<file path="config.mk">
export PLATFORM = sky130hd
export DESIGN_NAME = alu_arbiter
export DESIGN_NICKNAME = d
export VERILOG_FILES = /design/src/rtl/alu_arbiter.sv
export SDC_FILE = /design/constraint.sdc
export NUM_CORES = 1
export LEC_CHECK = 0
export ABC_AREA = 0
export CORE_ASPECT_RATIO = 1.75
export CORE_MARGIN = 4
export CORE_UTILIZATION = 41
export CTS_BUF_LIST = sky130_fd_sc_hd__clkbuf_4
export CTS_CLUSTER_SIZE = 10
export DETAILED_ROUTE_END_ITERATION = 8
export PLACE_DENSITY = 0.79
export RECOVER_POWER = 50
export SYNTH_ARGS = -nofsm -noshare
export SYNTH_HDL_FRONTEND = slang
export SYNTH_SLANG_ARGS = --single-unit
</file>
<file path="constraint.sdc">
create_clock -name clk -period 4.6 [get_ports clk]
set_input_delay 0.92 -clock clk [delete_from_list [all_inputs] [get_ports clk]]
set_output_delay 0.92 -clock clk [all_outputs]
set_load 0.01 [all_outputs]
</file>
<file path="src/rtl/alu_arbiter.sv">
// Round-robin arbiter that shares one combinational ALU between two requesters.
// Operands are registered and held for the ALU. Results are captured and
// returned on a per-requester response channel. Only one operation is in
// flight at a time.
//
// state | meaning
// IDLE  | waiting for a request; ready goes to the selected winner
// EXEC  | ALU evaluates the registered operands; result captured on the edge
// RESP  | response valid to grant_id; held until the requester takes it
module alu_arbiter #(
  parameter int DATA_W = 16,
  parameter int MODE_W = 3
) (
  input  logic              clk,
  input  logic              rst,
  input  logic              req0_valid,
  output logic              req0_ready,
  input  logic [DATA_W-1:0] req0_a,
  input  logic [DATA_W-1:0] req0_b,
  input  logic [MODE_W-1:0] req0_mode,
  output logic              rsp0_valid,
  input  logic              rsp0_ready,
  output logic [DATA_W-1:0] rsp0_data,
  output logic [DATA_W-1:0] rsp0_flags,
  input  logic              req1_valid,
  output logic              req1_ready,
  input  logic [DATA_W-1:0] req1_a,
  input  logic [DATA_W-1:0] req1_b,
  input  logic [MODE_W-1:0] req1_mode,
  output logic              rsp1_valid,
  input  logic              rsp1_ready,
  output logic [DATA_W-1:0] rsp1_data,
  output logic [DATA_W-1:0] rsp1_flags,
  output logic [DATA_W-1:0] alu_in1,
  output logic [DATA_W-1:0] alu_in2,
  output logic [MODE_W-1:0] alu_mode,
  input  logic [DATA_W-1:0] alu_out,
  input  logic [DATA_W-1:0] alu_flags,
  output logic              busy
);

  typedef enum logic [1:0] {IDLE, EXEC, RESP} state_t;

  state_t state;
  logic   prio;
  logic   grant_id;
  logic   win_valid;
  logic   win_id;
  logic   rsp_done;

  // Winner selection: a lone requester wins; on contention prio decides.
  always_comb begin
    win_valid = req0_valid | req1_valid;
    win_id    = 1'b0;
    if (req0_valid && req1_valid) win_id = prio;
    else if (req1_valid)          win_id = 1'b1;
  end

  assign req0_ready = (state == IDLE) && win_valid && !win_id;
  assign req1_ready = (state == IDLE) && win_valid &&  win_id;

  // Response valid follows registered state only, so reset drops it at once.
  assign rsp0_valid = (state == RESP) && !grant_id;
  assign rsp1_valid = (state == RESP) &&  grant_id;
  assign rsp_done   = grant_id ? (rsp1_valid && rsp1_ready) : (rsp0_valid && rsp0_ready);
  assign busy       = (state != IDLE);

  // Sequencer: accept, execute for one cycle, then hold the response.
  always_ff @(posedge clk or posedge rst) begin
    if (rst) begin
      state      <= IDLE;
      prio       <= 1'b0;
      grant_id   <= 1'b0;
      alu_in1    <= '0;
      alu_in2    <= '0;
      alu_mode   <= '0;
      rsp0_data  <= '0;
      rsp0_flags <= '0;
      rsp1_data  <= '0;
      rsp1_flags <= '0;
    end else begin
      case (state)
        IDLE: begin
          if (win_valid) begin
            grant_id <= win_id;
            state    <= EXEC;
            if (win_id) begin
              alu_in1  <= req1_a;
              alu_in2  <= req1_b;
              alu_mode <= req1_mode;
            end else begin
              alu_in1  <= req0_a;
              alu_in2  <= req0_b;
              alu_mode <= req0_mode;
            end
          end
        end
        EXEC: begin
          if (grant_id) begin
            rsp1_data  <= alu_out;
            rsp1_flags <= alu_flags;
          end else begin
            rsp0_data  <= alu_out;
            rsp0_flags <= alu_flags;
          end
          state <= RESP;
        end
        RESP: begin
          // Fairness is updated only when the response actually completes.
          if (rsp_done) begin
            prio  <= ~grant_id;
            state <= IDLE;
          end
        end
        default: state <= IDLE;
      endcase
    end
  end

endmodule

</file>
== After elaboration in Yosys (flattened, before gate mapping) ==
Index checks and enable logic that the tools add are counted.

* Logic and storage cells: 42
* Bits in writable memories: 0
* Memories: 0
* Output and inout port bits: 104
* Bits of input ports: 108
* Flip-flop bits (word level): 103
* Bits in latches: 0
* Memory bits (read-only): 0

* Bitwise operators: 2
* Muxes and demuxes: 9
* Multipliers: 0
* Reduce and logical (&&, ||, !) cells: 17
* $add $sub $neg: 0
* Magnitude comparators: 0
* Shifts and indexed selects: 0
* Equality and inequality tests: 4
* Div/mod/pow operators: 0

{| class="wikitable"
|+ Operators by type and width
! cell !! number
|-
| 2-to-1 mux 16 bit || 2
|-
| AND reduction 2 bit || 5
|-
| logical AND 1 bit || 8
|-
| case mux 2 bit (3 select lines) || 1
|-
| 2-to-1 mux 2 bit || 2
|-
| inequality test 2 bit, second input constant || 2
|-
| 2-to-1 mux 1 bit || 3
|-
| 2-to-1 mux 3 bit || 1
|-
| == test 2 x 1 -> 1 bit, second input constant || 1
|-
| == test 2 bit, second input constant || 1
|-
| zero test 1 bit || 2
|-
| zero test 2 bit || 1
|-
| nonzero test 2 bit || 1
|-
| NOT 1 bit || 1
|-
| OR 1 bit || 1
|}

== Depth between registers and ports, before layout ==
Gate-level depths: netlist of the first run.

* Word-level depth: 6
* Mapped depth: 6
* Mapped depth without buffers: 4

== Worst setup path before layout of the first run ==
OpenSTA, ideal clock, no wires.

* Path kind: input to output
* Start point: input port req1_valid
* End point: output port req0_ready
* Arrival: 1,456 ps
* Stages: 4
* Path buffers: 2
* Path slack: 2,224 ps
* Cell sequence: nand2_1 and3_1 buf_2 buf_2

* Longest elaborated chain between the ends: 4

{| class="wikitable"
|+ Ends and longest elaborated chain
! element !! RTL line !! RTL
|-
| start, declared || 25 || <nowiki>input logic req1_valid,</nowiki>
|-
| 2-to-1 mux 1 bit or logical AND 1 bit (tied branches) || 56, 55 ||
|-
| 2-to-1 mux 1 bit || 55 || <nowiki>if (req0_valid && req1_valid) win_id = prio;</nowiki>
|-
| zero test 1 bit || 59 || <nowiki>assign req0_ready = (state == IDLE) && win_valid && !win_id;</nowiki>
|-
| logical AND 1 bit (*) || 59 ||
|-
| end, declared || 17 || <nowiki>output logic req0_ready,</nowiki>
|}

Every way passes the cells marked *; elsewhere a longest branch is shown, timed or not.

== Final worst setup path of the first run ==
Same ends and word-level chain as after synthesis.

==> run_results.csv, run 1 <==
group,metric,value,unit
outcome,status,"complete, but fails checks",
outcome,violations,"max-capacitance violations, max-slew violations",
setup_path,slowest_delay,620,ps
synthesis,seq_area_frac_synth,61.8,%
clock_tree,clock_sinks,103,
die,die_w,84.2,um
clock_tree,postCtsSetupBuffers,0,
min_path,hp-class,"flip-flop to flip-flop",
sta,tns,0,ps
clock_tree,cts_tree,"built",
placed_design,io_buffers,211,
power,p_leak,2.67,nW
final_layout,synthToLayoutAreaGrowth,56.0,%
synthesis,yosysUniqueCellTypes,19,
setup_path,reg2regPathDepth,4,
sta,slew_headroom,-25.8,%
placed_design,dp_hpwl,8.62,mm
sta,finalSetupViolCount,0,
die,start_util,42.1,%
setup_path,r2r_start,"state[1]",
power,peakVddDrop,356,uV
clock_tree,cts_resized,0,
setup_path,path_buf_inv,2,
route,drt-vias-per-instance,5.21,
global_routing,grt_usage,19.5,%
clock_tree,insertion_delay,440,ps
setup_path,timing.rr.end,"rsp0_flags[7]",
global_routing,antenna_found_initial,1,
route,drcViolationCount,0,
clock_tree,clk_pin_slew_worst_paths,140,ps
synthesis,ys_ff_latch,103,
sta,worstMarginPinSlew,1890,ps
placed_design,place_congestion,0.742,
clock_tree,h-tree-depth,3,
die,die_y,141,um
sta,drv_slew,157,
setup_path,cp.arrival,2600,ps
setup_path,required,3680,ps
setup_path,cp_slowest_cell,"clkdlybuf4s50_1",
final_layout,final_area,6500,um2
synthesis,syn_avg_cell_area,14.9,um2
route,postRouteAntennaNets,0,
route,first_iter_violations,98,
clock_tree,cts_hold_buf,0,
route,vias,3217,
clock_tree,clockBufferDepth,2,
min_path,holdPathStages,1,
setup_path,end_kind,"output pin",
final_layout,fin_nets,594,
sta,postLayoutSetupSlackWorst,1080,ps
route,wl_per_cell,18.4,um
die,die-area,11900,um2
global_routing,grt_pass1_wl,18.1,mm
route,drt-pass1-iter-count,6,
synthesis,yosys_warnings,0,
setup_path,crit_chain,"dlygate4sd3_1, nand2_1, and3_1, clkdlybuf4s50_1",
min_path,hp-start,"rsp0_flags[12]",
min_path,min_to,"rsp0_flags[12]",
setup_path,cp_top_family,"buffers and inverters",
clock_tree,root_buffer,"clkbuf_4",
power,total_power,4.42,mW
global_routing,first_global_vias,3484,
setup_path,start_kind,"input pin",
global_routing,grt_max_degree,91,
sta,clock-skew-final,20.2,ps
die,rows,48,
synthesis,synth_nets,387,
placed_design,place_area,6350,um2
sta,period_share,76.5,%
sta,min_period,3520,ps
die,ios,212,
sta,hold_violations,0,
die,core,9910,um2
placed_design,pre_cts_slack,1180,ps
job,max-cap-violations,3,
clock_tree,numCtsBuffers,9,
synthesis,synthesis.area,4170,um2
route,wl,11.4,mm
power,powerDensity,680,nW/um2
setup_path,path_max_fanout,9,
synthesis,syn_inst,279,
final_layout,drive_gt1_share,17.5,%
sta,rsz0062_at_grt,"false",
sta,fmax,284,MHz
global_routing,grt_overflow,0,
setup_path,reg2reg_slack,2000,ps
setup_path,crit_type,"input pin to output pin",
## logic make-up (layout without fill, tap and decap cells)
| family | Yosys count | count (layout) | share of synthesized area, % |
|---|---|---|---|
| and+or+nand+nor | 15 | 15 | 2.10 |
| AOI/OAI and AO/OA | 73 | 73 | 15.2 |
| other | 0 | 1 | 0 |
| muxes | 65 | 65 | 17.6 |
| buffers and inverters | 23 | 235 | 3.33 |
| DFF | 103 | 103 | 61.8 |
## routing by layer
metal  share of wire (%)  vias up  global-route usage (%)
met5                   0        -                       0
met4                 2.2        0                    7.80
met2                  53      146                    34.8
met3                 9.0       14                    6.91
met1                  35     1585                    20.6
li1                    -     1472                       -
## sequential cells by signal, indices dropped and copies added (netlist names), 2 cells and up
| name | count |
|---|---|
| alu_mode | 3 |
| rsp1_data | 16 |
| rsp0_flags | 16 |
| alu_in2 | 16 |
| alu_in1 | 16 |
| rsp0_data | 16 |
| rsp1_flags | 16 |
| state | 2 |
## cell usage in the layout, fill, tap and decap left out, drive strengths merged, types with 3 or more instances in the layout
| cell type | n |
|---|---|
| nor2 | 5 |
| o21a | 35 |
| buf | 4 |
| a221o | 35 |
| clkbuf | 12 |
| clkdlybuf4s50 | 208 |
| dlygate4sd3 | 3 |
| mux2 | 65 |
| nand2b | 4 |
| clkinv | 3 |
| dfrtp | 103 |
## worst max path at each step
| stage | from | end | slack (ps) | cells after the start |
|---|---|---|---|---|
| after floorplan | rst | alu_in1[0] | 980 | 1 |
| after global placement | req1_valid | req0_ready | 1200 | 4 |
| after detailed placement | req1_valid | req0_ready | 1180 | 4 |
| after CTS | req1_valid | req0_ready | 1170 | 4 |
| after global routing | req1_valid | req0_ready | 980 | 4 |
| final | req1_valid | req0_ready | 1080 | 4 |
## cells in the mapped netlist, drive strengths merged
cell,count,area [um2]
and3,2,12.5
clkbuf,4,15.0
nor2,5,26.3
nand3b,1,7.51
and3b,1,8.76
nand2,2,7.51
o21a,35,263
nand2b,4,25.0
a221o,35,350
mux2,65,732
a22o,1,8.76
o21ai,2,10.0
inv,2,7.50
buf,17,116
dfrtp,103,2580
## metrics by stage
stage               hold slack [ps]  utilization, %  std cells
finish                          507            65.6        617
global route                    534            65.6        617
CTS                             513            65.7        616
detailed placement              482            64.1        600
global placement                467            64.1        600
floorplan                       479               -        279
## worst reg2reg max path, cell delays in order (launching register included)
cell and delay [ps]:
dfrtp_1 440, nand2b_1 190, nor2_2 90, clkbuf_1 1310, mux2_2 470
## cell type report
cell class | count | area [um2]
Antenna cell | 1 | 2.50
Clock buffer | 10 | 75.1
Clock inverter | 6 | 85.1
Fill cell | 790 | 3410
Inverter | 2 | 7.51
Multi-Input combinational cell | 153 | 1450
Sequential cell | 103 | 2580
Tap cell | 125 | 156
Timing Repair Buffer | 217 | 2150
## where the power goes
part	switching, mW	internal, mW
Combinational	0.887	1.41
Sequential	0.248	1.36
Clock	0.288	0.225
Power figures use the tool's default switching activity.
==> inputs of run 2 (changes only) <==
==> constraint.sdc (replaced) <==
create_clock -name clk -period 3.5 [get_ports clk]
set_input_delay 0.7 -clock clk [delete_from_list [all_inputs] [get_ports clk]]
set_output_delay 0.7 -clock clk [all_outputs]
set_load 0.01 [all_outputs]
==> run_results.csv, run 2 (synthesized netlist as in run 1, its figures left out) <==
group,metric,value,unit
clock_tree,clockBufferDepth,2,
route,postRouteAntennaNets,0,
power,powerDensity,882,nW/um2
setup_path,required,2800,ps
sta,drv_slew,117,
clock_tree,root_buffer,"clkbuf_4",
setup_path,startpoint,"req1_valid",
clock_tree,numCtsBuffers,9,
final_layout,ff_latch_area,2580,um2
final_layout,layout_common_cells,"clkdlybuf4s50_1, dfrtp_1, mux2_2",
setup_path,end_kind,"output pin",
placed_design,dp_hpwl,8.92,mm
die,die_y,141,um
clock_tree,clk_pin_slew_worst_paths,140,ps
sta,period_share,78.7,%
min_path,hp-class,"flip-flop to flip-flop",
placed_design,place_congestion,0.776,
route,drt-pass1-iter-count,4,
clock_tree,cts_hold_buf,0,
clock_tree,cts_tree,"built",
clock_tree,h-tree-depth,3,
setup_path,timing.rr.end,"rsp1_data[9]",
setup_path,cp.arrival,2060,ps
power,p_sw_share,32.6,%
final_layout,multi_input_area,1450,um2
route,drt-vias-per-instance,5.20,
setup_path,crit_chain,"clkdlybuf4s50_1, nand2_1, and3_1, clkdlybuf4s50_1",
die,die_w,84.2,um
setup_path,cp_slowest_cell,"clkdlybuf4s50_1",
power,total_power,5.73,mW
power,switchingPower,1.87,mW
placed_design,io_buffers,211,
global_routing,grt_usage,19.8,%
final_layout,mostFrequentLayoutCell,"clkdlybuf4s50_1",
sta,finalSetupViolCount,0,
setup_path,crit_type,"input pin to output pin",
sta,min_period,2760,ps
route,wl,11.6,mm
placed_design,place_area,6370,um2
setup_path,path_buf_inv,2,
placed_design,pre_cts_slack,718,ps
route,wl_per_cell,18.7,um
power,p_leak,2.67,nW
setup_path,crit_path_end,"req0_ready",
sta,fin_hold_ws,514,ps
power,p_clk_share,10.5,%
clock_tree,postCtsSetupBuffers,0,
final_layout,drive_gt1_share,17.1,%
global_routing,grt_max_degree,59,
route,vias,3218,
sta,worstMarginPinSlew,2060,ps
power,p_comb_share,52.7,%
setup_path,cp_top_family,"buffers and inverters",
power,internal_power,3.87,mW
clock_tree,clock_sinks,103,
sta,postLayoutSetupSlackWorst,744,ps
job,max-cap-violations,3,
die,die-area,11900,um2
setup_path,reg2reg_slack,1020,ps
global_routing,antenna_found_initial,2,
setup_path,reg2regPathDepth,3,
final_layout,fillers,807,
die,ios,212,
setup_path,r2r_start,"grant_id",
outcome,violations,"max-capacitance violations, max-slew violations",
outcome,status,"complete, but fails checks",
setup_path,slowest_delay,570,ps
final_layout,fin_nets,595,
final_layout,final_area,6500,um2
die,start_util,42.1,%
sta,hold_violations,0,
min_path,holdPathStages,1,
die,core,9910,um2
die,rows,48,
power,peakVddDrop,542,uV
sta,clock-skew-final,19.3,ps
setup_path,path_max_fanout,3,
power,p_seq_share,36.9,%
clock_tree,cts_resized,0,
sta,rsz0062_at_grt,"false",
global_routing,grt_pass1_wl,18.5,mm
route,first_iter_violations,73,
sta,fmax,363,MHz
route,drcViolationCount,0,
setup_path,cp.depth,4,
global_routing,first_global_vias,3580,
global_routing,grt_overflow,0,
final_layout,synthToLayoutAreaGrowth,55.9,%
sta,slew_headroom,-37.8,%
clock_tree,insertion_delay,450,ps
setup_path,start_kind,"input pin",
sta,tns,0,ps
setup_path,cpMostUsedCell,"clkdlybuf4s50_1",
## run 2: routing by layer
layer | vias up | global-route usage, % | part of all wire, %
li1 | 1471 | - | -
met1 | 1588 | 20.3 | 35
met2 | 145 | 36.6 | 54
met3 | 14 | 7.50 | 9.4
met4 | 0 | 6.10 | 1.9
met5 | - | 0 | 0
## run 2: how the worst min path moves through the flow
stage	to	slack, ps	from
final	rsp0_flags[12]	510	rsp0_flags[12]
after global placement	rsp0_flags[11]	470	rsp0_flags[11]
after CTS	rsp0_flags[12]	520	rsp0_flags[12]
after global routing	rsp1_flags[1]	530	rsp1_flags[1]
after floorplan	prio	480	prio
after detailed placement	rsp0_flags[12]	490	rsp0_flags[12]
## run 2: cell type report
type                       count  area share, %
clock buffer                  10           1.16
tap                          125           2.41
sequential                   103           39.7
inverter                       2          0.135
antenna                        2         0.0770
timing repair buffer         218           33.4
multi-input combinational    153           22.3
clock inverter                 6          0.924
## run 2: power groups by stage
stage | Sequential, mW | Clock [mW] | Combinational (mW)
after floorplan | 2.39 | 0 | 1.21
after global placement | 2.12 | 0 | 3.01
after detailed placement | 2.15 | 0 | 3.07
after CTS | 2.13 | 0.626 | 3.08
after global routing | 2.20 | 0.669 | 3.23
final | 2.11 | 0.600 | 3.02
## run 2: metrics by stage
step           utilization [%]  instances
2_1_floorplan                -        279
3_3_place_gp              64.3        601
3_5_place_dp              64.3        601
4_1_cts                   65.7        617
5_1_grt                   65.6        619
6_report                  65.6        619
